### src/rtl/rr_stream_select_2to1_pkg.sv
// rr_stream_select_2to1_pkg: shared arbiter state, source encodings and default beat width
package rr_stream_select_2to1_pkg;
  localparam int DEF_WIDTH = 8;
  localparam logic SRC_A = 1'b0;
  localparam logic SRC_B = 1'b1;
  typedef enum logic [1:0] {IDLE = 2'd0, LOCK_A = 2'd1, LOCK_B = 2'd2} state_t;
endpackage

### src/rtl/rr_stream_select_2to1_stream_out_reg.sv
// stream_out_reg: one-entry registered output stage holding data/last/source until drained
// Ports: clk, reset (async, active-high); load/in_data/in_last/in_sel capture a beat;
// load_en tells the producer the register can take a beat this cycle;
// dout_valid/dout_ready/dout_data/dout_last/sel form the downstream side.
module stream_out_reg #(
  parameter int WIDTH = 8
) (
  input  logic             clk,
  input  logic             reset,
  input  logic             load,
  input  logic [WIDTH-1:0] in_data,
  input  logic             in_last,
  input  logic             in_sel,
  output logic             load_en,
  output logic             dout_valid,
  input  logic             dout_ready,
  output logic [WIDTH-1:0] dout_data,
  output logic             dout_last,
  output logic             sel
);
  // Loading while the old beat drains gives one beat per cycle with no bubble.
  assign load_en = !dout_valid || dout_ready;
  always_ff @(posedge clk or posedge reset)
    if (reset) begin
      dout_valid <= 1'b0;
      dout_data  <= '0;
      dout_last  <= 1'b0;
      sel        <= 1'b0;
    end else if (load && load_en) begin
      dout_valid <= 1'b1;
      dout_data  <= in_data;
      dout_last  <= in_last;
      sel        <= in_sel;
    end else if (dout_ready) begin
      dout_valid <= 1'b0;
    end
endmodule

### src/rtl/rr_stream_select_2to1.sv
// rr_stream_select_2to1: round-robin packet arbiter for two valid/ready streams driving the mux select
// Ports: clk, reset (async, active-high); a_*/b_* input streams (valid/ready/data/last);
// dout_* registered output stream; sel = source of the beat in the output register (0=A, 1=B).
module rr_stream_select_2to1
  import rr_stream_select_2to1_pkg::*;
#(
  parameter int WIDTH = DEF_WIDTH
) (
  input  logic             clk,
  input  logic             reset,
  input  logic             a_valid,
  output logic             a_ready,
  input  logic [WIDTH-1:0] a_data,
  input  logic             a_last,
  input  logic             b_valid,
  output logic             b_ready,
  input  logic [WIDTH-1:0] b_data,
  input  logic             b_last,
  output logic             sel,
  output logic             dout_valid,
  input  logic             dout_ready,
  output logic [WIDTH-1:0] dout_data,
  output logic             dout_last
);
  state_t           state;
  logic             prio;
  logic             gnt;
  logic             gnt_valid;
  logic             load_en;
  logic             acc;
  logic             in_last;
  logic [WIDTH-1:0] in_data;
  // A locked packet keeps its grant through bubbles; ties in IDLE go to prio.
  always_comb begin
    gnt = state == LOCK_B ? SRC_B :
          state == LOCK_A ? SRC_A :
          (a_valid && b_valid) ? prio :
          (b_valid ? SRC_B : SRC_A);
    gnt_valid = !reset && (state != IDLE || a_valid || b_valid);
  end
  assign a_ready = gnt_valid && load_en && gnt == SRC_A;
  assign b_ready = gnt_valid && load_en && gnt == SRC_B;
  assign acc     = (a_valid && a_ready) || (b_valid && b_ready);
  // Only the granted stream reaches the register, and only on its handshake.
  assign in_data = gnt == SRC_B ? b_data : a_data;
  assign in_last = gnt == SRC_B ? b_last : a_last;
  always_ff @(posedge clk or posedge reset)
    if (reset) begin
      state <= IDLE;
      prio  <= SRC_A;
    end else if (acc) begin
      state <= in_last ? IDLE : (gnt == SRC_B ? LOCK_B : LOCK_A);
      if (in_last) prio <= ~gnt;
    end
  stream_out_reg #(.WIDTH(WIDTH)) u_out (
    .clk        (clk),
    .reset      (reset),
    .load       (acc),
    .in_data    (in_data),
    .in_last    (in_last),
    .in_sel     (gnt),
    .load_en    (load_en),
    .dout_valid (dout_valid),
    .dout_ready (dout_ready),
    .dout_data  (dout_data),
    .dout_last  (dout_last),
    .sel        (sel)
  );
endmodule

### config.mk
export PLATFORM = sky130hd
export DESIGN_NAME = rr_stream_select_2to1
export DESIGN_NICKNAME = d
export VERILOG_FILES = /design/src/rtl/rr_stream_select_2to1_pkg.sv /design/src/rtl/rr_stream_select_2to1_stream_out_reg.sv /design/src/rtl/rr_stream_select_2to1.sv
export SDC_FILE = /design/constraint.sdc
export NUM_CORES = 1
export LEC_CHECK = 0
export BUFFER_PORTS_ARGS = -buffer_cell sky130_fd_sc_hd__buf_2
export CORE_MARGIN = 3
export CORE_UTILIZATION = 47
export CTS_CLUSTER_DIAMETER = 50
export DETAILED_ROUTE_END_ITERATION = 7
export GPL_TIMING_DRIVEN = 0
export PLACE_DENSITY = 0.78
export SLEW_MARGIN = 20
export SYNTH_ARGS = -nofsm -noshare
export SYNTH_HDL_FRONTEND = slang
export SYNTH_SLANG_ARGS = --single-unit
### constraint.sdc
create_clock -name clk -period 2.25 [get_ports clk]
set_input_delay 0.1125 -clock clk [delete_from_list [all_inputs] [get_ports clk]]
set_output_delay 0.1125 -clock clk [all_outputs]
set_load 0.005 [all_outputs]
==> results.yml, run 1 <==
synth:
  yosys_warnings: 0
  synth.avg_cell_area_um2: 12.0
  ffs_latches_synth: 14
  syn-num-nets: 98
  synth.yosys.seq_area_share_pct: 38.8
  yosysUniqueCellTypes: 27
  synthCells: 75
  netlist.area_leader.share_pct: 38.8
  synthTopCellsByArea: "sky130_fd_sc_hd__dfrtp_1, sky130_fd_sc_hd__mux2_4, sky130_fd_sc_hd__a221o_1, sky130_fd_sc_hd__a22o_1, sky130_fd_sc_hd__mux2_2"
  synth_area_leader_cell: "sky130_fd_sc_hd__dfrtp_1"
  synth_area_um2: 903
layout:
  finish.utilization_pct: 64.8
  drive_above_1_share_pct: 49.1
  layout-area-overhead-vs-synth_pct: 26.5
  design_area_um2: 1140
  final_cells: 139
  seqCellArea_um2: 350
  multi_input_area_um2: 495
  fillers: 156
  final_net_count: 139
  antennaDiodeCount: 0
setup_path:
  reg2reg_to: "u_out.sel$_DFFE_PP0P_"
  critical_path.slowest_cell: "sky130_fd_sc_hd__dfrtp_1"
  timing.critical_path.from_type: "register"
  worstPathRequired_ns: 2.14
  worst-endpoint-arrival_ns: 1.96
  timing.reg2reg.worst_path_depth: 6
  worst_path_most_repeated_cell: "sky130_fd_sc_hd__buf_2"
  r2r_setup_slack_ns: 0.41
  critical_path.cell_chain: "and2b_1 > buf_2 > a21oi_1 > buf_2 > nor2_1 > nor2_1 > buf_2"
  cpPeakStageDelay_ns: 0.42
  worst-setup-path-type: "reg -> out"
  endpoint_kind: "output pin"
  worstPathMaxFanout: 10
  beginning_of_the_worst_register_to_register_path: "state[0]$_DFFE_PP0P_"
clock_network:
  clkTransAtPathRegs_ns: 0.08
  cts_sinks: 14
  cts_setup_buffers: 0
  clock_insertion_delay_worst_skew_ns: 0.28
  number_of_gates_resized_after_cts: 0
  cts.hold.buffers_added: 1
  cts_max_level: 1
  clk_path_buf_depth: 2
  cts_inserted_buffers: 3
  cts_tree: "built"
  cts.root.buffer_cell: "sky130_fd_sc_hd__clkbuf_4"
global_route:
  pin_count_of_the_biggest_net_entering_global_routing: 15
  global_route_congestion_overflow_total: 0
  grt_first_pass_wirelength_um: 3410
  track_usage_pct: 17.9
  first_global_vias: 768
  antenna_found_initial: 0
sta:
  final.setup.tns_ns: 0
  maxSlewHeadroom_pct: 64.1
  tightest_slew_ns: 0.537
  post-route-min-period_ns: 2.07
  finalHoldViolations: 0
  clock.fmax_mhz: 482
  final-max-slew-violation-count: 0
  finalClockSkew_ns: 0.00494
  post-route-period-util_pct: 92.2
  setup_repair_after_global_routing_missed_its_margin: "false"
  setup_viol_count_final: 0
power_and_ir_drop:
  peak_ir_drop_on_the_vdd_network_v: 0.000584
  power.internal_uw: 822
  seq_power_share_pct: 34.8
  powerDensity_nw_per_um2: 1100
  power.switching_fraction_pct: 34.4
  power.combinational.fraction_pct: 53.8
  power.leakage_uw: 0.000583
  power.switching_uw: 431
  p_clk_share_pct: 11.4
placement:
  dp_hpwl_um: 1570
  port_buffers: 35
  place.gp.congestion: 0.834
  placement.cell_area_um2: 1110
  dpl.cell_count: 135
routing:
  drt-wirelength-per-cell_um: 14.7
  detail_route.drc_violations: 0
  first_pass_iters: 4
  routed_via_density: 5.77
  residual_antenna_violating_net_count_after_detailed_routing: 0
  dr_total_vias: 802
  routed_wirelength_um: 2050
  drt_iter0_drc: 15
worst_hold_path:
  hold_path.class: "in -> reg"
  hold_path_end: "state[0]$_DFFE_PP0P_"
  min_from: "a_last"
  holdPathStages: 2
run_status:
  run_status: "complete, no violations"
floorplan:
  chip_width_um: 49.8
  fp-row-count: 15
  effective_utilization_at_floorplan_pct: 51.2
  die_h_um: 49.8
  i_o_pin_count: 36
  die_area_um2: 2480
  core_um2: 1760
run:
  maxCapViolations: 0
## power by group through the flow
stage	combinational, uW	clock [uW]	sequential (uW)
2_1_floorplan	467	0	443
3_3_place_gp	661	0	438
3_5_place_dp	679	0	441
4_1_cts	681	144	438
5_1_grt	730	149	453
6_report	675	143	436
## final cells by class
type / count / area share [%]
Multi-Input combinational cell: 53 / 43.4
Timing Repair Buffer: 36 / 16.2
Inverter: 2 / 0.657
Tap cell: 25 / 2.74
Buffer: 6 / 4.38
Clock buffer: 3 / 1.97
Sequential cell: 14 / 30.7
## worst max path at each step
stage                                       startpoint                             end  slack (ns)
final                             state[0]$_DFFE_PP0P_                         a_ready        0.18
after floorplan           u_out.dout_valid$_DFFE_PP0P_  u_out.dout_data[2]$_DFFE_PP0P_        0.49
after detailed placement          state[0]$_DFFE_PP0P_           u_out.sel$_DFFE_PP0P_        0.44
after CTS                         state[1]$_DFFE_PP0P_                         a_ready        0.18
after global routing              state[1]$_DFFE_PP0P_                         a_ready        0.01
after global placement            state[0]$_DFFE_PP0P_     u_out.dout_last$_DFFE_PP0P_        0.44
## cells in the final DEF, fill, tap and decap left out, types with 2 or more instances in the layout
| cell type | count |
|---|---|
| sky130_fd_sc_hd__buf_2 | 38 |
| sky130_fd_sc_hd__dfrtp_1 | 14 |
| sky130_fd_sc_hd__a22o_1 | 9 |
| sky130_fd_sc_hd__a221o_1 | 9 |
| sky130_fd_sc_hd__mux2_4 | 7 |
| sky130_fd_sc_hd__nor2_1 | 4 |
| sky130_fd_sc_hd__nand2b_1 | 3 |
| sky130_fd_sc_hd__mux2_2 | 3 |
| sky130_fd_sc_hd__clkbuf_4 | 3 |
| sky130_fd_sc_hd__a21oi_1 | 2 |
| sky130_fd_sc_hd__inv_1 | 2 |
| sky130_fd_sc_hd__o41ai_1 | 2 |
| sky130_fd_sc_hd__o31ai_1 | 2 |
## cells by family (layout without fill, tap and decap cells)
group	after synthesis	count (layout)	synth area share, %
AND/OR/NAND/NOR	16	16	11.5
AO/OA/AOI/OAI	27	27	28.0
multiplexers	10	10	15.4
buffers and inverters	8	47	6.37
flip-flops	14	14	38.8
## synthesized netlist by cell type
cell type and number:
sky130_fd_sc_hd__buf_6 1, sky130_fd_sc_hd__nor2b_4 1, sky130_fd_sc_hd__nor2_1 4, sky130_fd_sc_hd__inv_1 2, sky130_fd_sc_hd__a22o_1 9, sky130_fd_sc_hd__mux2_4 7, sky130_fd_sc_hd__a2bb2oi_1 1, sky130_fd_sc_hd__nor4b_1 1
sky130_fd_sc_hd__or2_4 1, sky130_fd_sc_hd__nand2b_1 3, sky130_fd_sc_hd__nor2b_1 1, sky130_fd_sc_hd__o41ai_1 2, sky130_fd_sc_hd__buf_2 3, sky130_fd_sc_hd__and3_1 1, sky130_fd_sc_hd__and2b_1 1, sky130_fd_sc_hd__o41ai_4 1
sky130_fd_sc_hd__o31ai_1 2, sky130_fd_sc_hd__nor3_1 1, sky130_fd_sc_hd__buf_12 1, sky130_fd_sc_hd__o21ai_0 1, sky130_fd_sc_hd__or2b_1 1, sky130_fd_sc_hd__clkbuf_1 1, sky130_fd_sc_hd__dfrtp_1 14, sky130_fd_sc_hd__a221o_1 9
sky130_fd_sc_hd__a21oi_1 2, sky130_fd_sc_hd__or3_1 1, sky130_fd_sc_hd__mux2_2 3
## worst max-delay path: cells and delay by family, from the launching register on
kind                   cells  cell delay (ns)
buffers and inverters      3             0.59
DFF                        1             0.42
AOI/OAI and AO/OA          1             0.22
and+or+nand+nor            3             0.45
## registers in the layout, indices dropped and copies added, names as in the netlist
signal and count:
u_out.dout_valid 1, u_out.dout_last 1, u_out.dout_data 8, prio 1
u_out.sel 1, state 2
## per-layer routing
layer,GRT usage [%],wire length [um],up-vias
li1,-,-,382
met1,22.4,914,388
met2,28.2,976,28
met3,3.93,112,4
met4,10.1,43,0
met5,0,0,-
## per-stage QoR
| step | total power (uW) | hold slack [ns] | setup slack (ns) |
|---|---|---|---|
| 5_1_grt | 1330 | 0.0793 | 0.00981 |
| 4_1_cts | 1260 | 0.0545 | 0.176 |
| 3_3_place_gp | 1100 | 0.204 | 0.437 |
| 3_5_place_dp | 1120 | 0.210 | 0.436 |
| 6_report | 1250 | 0.0606 | 0.176 |
| 2_1_floorplan | 910 | 0.00172 | 0.489 |
No activity file was read; power rests on OpenSTA's default activity.
==> run 2, diff against run 1 <==
- CORE_UTILIZATION: 47 -> 46
- PLACE_DENSITY: 0.78 -> 0.77
- SYNTH_HIERARCHICAL: not set -> 1
==> run 2 against run 1 <==
Count of clock-buffer cells in the layout is 1 higher. Synthesized cell count is 16% lower. Fmax is 19% higher. Sequential power is 5.0% higher. First-iteration DRC count is 67% lower. Largest power group unchanged. Sequential share of layout area is 0.41 points higher. Flip-flop and latch count stayed put. Worst setup slack better by 0.33 ns. Combinational power is 6.1% higher. Die area is 0.94% lower.
==> results.yml, run 2 <==
run_status:
  run_status: "complete, no violations"
setup_path:
  timing.critical_path.from_type: "register"
  timing.reg2reg.worst_path_depth: 6
  worst-endpoint-arrival_ns: 1.91
  endpoint_kind: "register"
  worstPathRequired_ns: 2.41
  worst-setup-path-type: "reg -> reg"
  worstPathMaxFanout: 10
routing:
  detail_route.drc_violations: 0
  residual_antenna_violating_net_count_after_detailed_routing: 0
  first_pass_iters: 4
  drt_iter0_drc: 5
  dr_total_vias: 639
  routed_wirelength_um: 1650
  routed_via_density: 4.99
  drt-wirelength-per-cell_um: 12.9
floorplan:
  fp-row-count: 15
  die_area_um2: 2460
  i_o_pin_count: 36
  effective_utilization_at_floorplan_pct: 49.6
  core_um2: 1760
  die_h_um: 49.6
  chip_width_um: 49.6
global_route:
  grt_first_pass_wirelength_um: 2840
  global_route_congestion_overflow_total: 0
  track_usage_pct: 15.1
  pin_count_of_the_biggest_net_entering_global_routing: 12
  first_global_vias: 667
  antenna_found_initial: 0
synth:
  yosysUniqueCellTypes: 25
  synth.avg_cell_area_um2: 13.9
  synthTopCellsByArea: "sky130_fd_sc_hd__dfrtp_1, sky130_fd_sc_hd__mux2_4, sky130_fd_sc_hd__nand2b_4, sky130_fd_sc_hd__mux2_2, sky130_fd_sc_hd__nand2_8"
  synth.top_cells.by_count: "sky130_fd_sc_hd__mux2_4, sky130_fd_sc_hd__dfrtp_1, sky130_fd_sc_hd__inv_1"
  synth.yosys.seq_area_share_pct: 40.1
  synth_area_leader_cell: "sky130_fd_sc_hd__dfrtp_1"
  ffs_latches_synth: 14
  synth_top_flop_cell: "sky130_fd_sc_hd__dfrtp_1"
  syn-num-nets: 86
  synth_area_um2: 875
  count_of_flip_flops_with_a_built_in_enable_after_synthesis: 0
  netlist.area_leader.share_pct: 40.1
  yosys.cell_count.top_type: "sky130_fd_sc_hd__mux2_4"
  synthCells: 63
  postSynth.asyncResetShare_pct: 100
  yosys_warnings: 6
clock_network:
  number_of_gates_resized_after_cts: 0
  cts.hold.buffers_added: 1
  clkTransAtPathRegs_ns: 0.08
  cts_inserted_buffers: 3
  clock_insertion_delay_worst_skew_ns: 0.28
  cts_setup_buffers: 0
  cts_tree: "built"
  cts.root.buffer_cell: "sky130_fd_sc_hd__clkbuf_4"
  cts_sinks: 14
  cts_max_level: 1
  clk_path_buf_depth: 2
placement:
  place.gp.congestion: 0.737
  dpl.cell_count: 123
  dp_hpwl_um: 1340
  port_buffers: 35
layout:
  final_net_count: 127
  drive_above_1_share_pct: 67.0
  biggestRegsByFlops: "u_out/dout_data: 8 flops, state: 2 flops"
  final_cells: 128
  seqCellArea_um2: 350
  multi_input_area_um2: 490
  layout.cells.most_common: "sky130_fd_sc_hd__buf_2"
  layout-area-overhead-vs-synth_pct: 28.9
  largest_register_ffs: 8
  antennaDiodeCount: 0
  fillers: 161
  top_register: "u_out/dout_data"
  layout.cells.most_common_list: "sky130_fd_sc_hd__buf_2, sky130_fd_sc_hd__mux2_4, sky130_fd_sc_hd__dfrtp_1"
sta:
  finalClockSkew_ns: 0.00537
  setup_repair_after_global_routing_missed_its_margin: "false"
  post-route-min-period_ns: 1.74
  tightest_slew_ns: 0.413
  final-max-slew-violation-count: 0
  clock.fmax_mhz: 573
  post-route-period-util_pct: 77.5
  setup_viol_count_final: 0
  final.setup.tns_ns: 0
  maxSlewHeadroom_pct: 72.4
  finalHoldViolations: 0
worst_hold_path:
  holdPathStages: 4
  hold_path.class: "in -> reg"
run:
  maxCapViolations: 0
power_and_ir_drop:
  power.leakage_uw: 0.000602
  powerDensity_nw_per_um2: 1200
  report.power.total_uw: 1350
  peak_ir_drop_on_the_vdd_network_v: 0.000589
run 2: worst paths after layout:
path                                           startpoint                        endpoint  slack (ns)
max                                  state[1]$_DFFE_PP0P_  u_out/dout_data[4]$_DFFE_PP0P_        0.51
min                                                a_last            state[0]$_DFFE_PP0P_        0.15
max reg2reg                          state[1]$_DFFE_PP0P_  u_out/dout_data[4]$_DFFE_PP0P_        0.51
min reg2reg                u_out/dout_data[2]$_DFFE_PP0P_  u_out/dout_data[2]$_DFFE_PP0P_        0.51
max in group asynchronous                           reset  u_out/dout_data[0]$_DFFE_PP0P_        1.57
min in group asynchronous                           reset                prio$_DFFE_PP0P_        0.27
run 2: routing by layer:
metal	GRT usage [%]	share of wire, %
met5	0	0
met2	25.6	51
met1	17.2	41
met3	3.93	5.5
met4	8.29	2.4
run 2: final cells by class:
cell class | count | share of cell area, %
tap | 25 | 2.77
buffer | 1 | 1.33
sequential | 14 | 31.1
multi-input combinational | 43 | 43.5
timing repair buffer | 36 | 16.4
clock buffer | 4 | 3.22
inverter | 5 | 1.66
run 2: kinds of logic (layout without fill, tap and decap cells):
| family | count (synthesis) | after routing | synth area share (%) |
|---|---|---|---|
| AOI/OAI and AO/OA | 6 | 6 | 5.87 |
| buffers and inverters | 6 | 46 | 3.86 |
| DFF | 14 | 14 | 40.1 |
| muxes | 21 | 21 | 34.2 |
| and+or+nand+nor | 16 | 16 | 16.0 |
run 2: critical path, stage by stage, from the launching register on:
cell and delay, ns:
sky130_fd_sc_hd__dfrtp_1 0.44, sky130_fd_sc_hd__nand2b_2 0.19, sky130_fd_sc_hd__nand3_2 0.14, sky130_fd_sc_hd__nand2_4 0.12
sky130_fd_sc_hd__buf_8 0.16, sky130_fd_sc_hd__mux2_4 0.30, sky130_fd_sc_hd__mux2_4 0.27
run 2: power by group:
group / internal, uW / switching [uW]
combinational: 438 / 278
sequential: 374 / 84.1
clock: 98.5 / 81.5
total: 910 / 444
run 2: stage by stage:
step | hold slack, ns | setup WS, ns | utilization (%) | cell area, um2
6_report | 0.151 | 0.505 | 63.9 | 1130
5_1_grt | 0.169 | 0.430 | 63.9 | 1130
4_1_cts | 0.141 | 0.497 | 63.9 | 1130
3_5_place_dp | 0.0177 | 0.513 | 61.3 | 1080
3_3_place_gp | 0.0161 | 0.566 | 61.3 | 1080
2_1_floorplan | -0.126 | 0.657 | - | 875
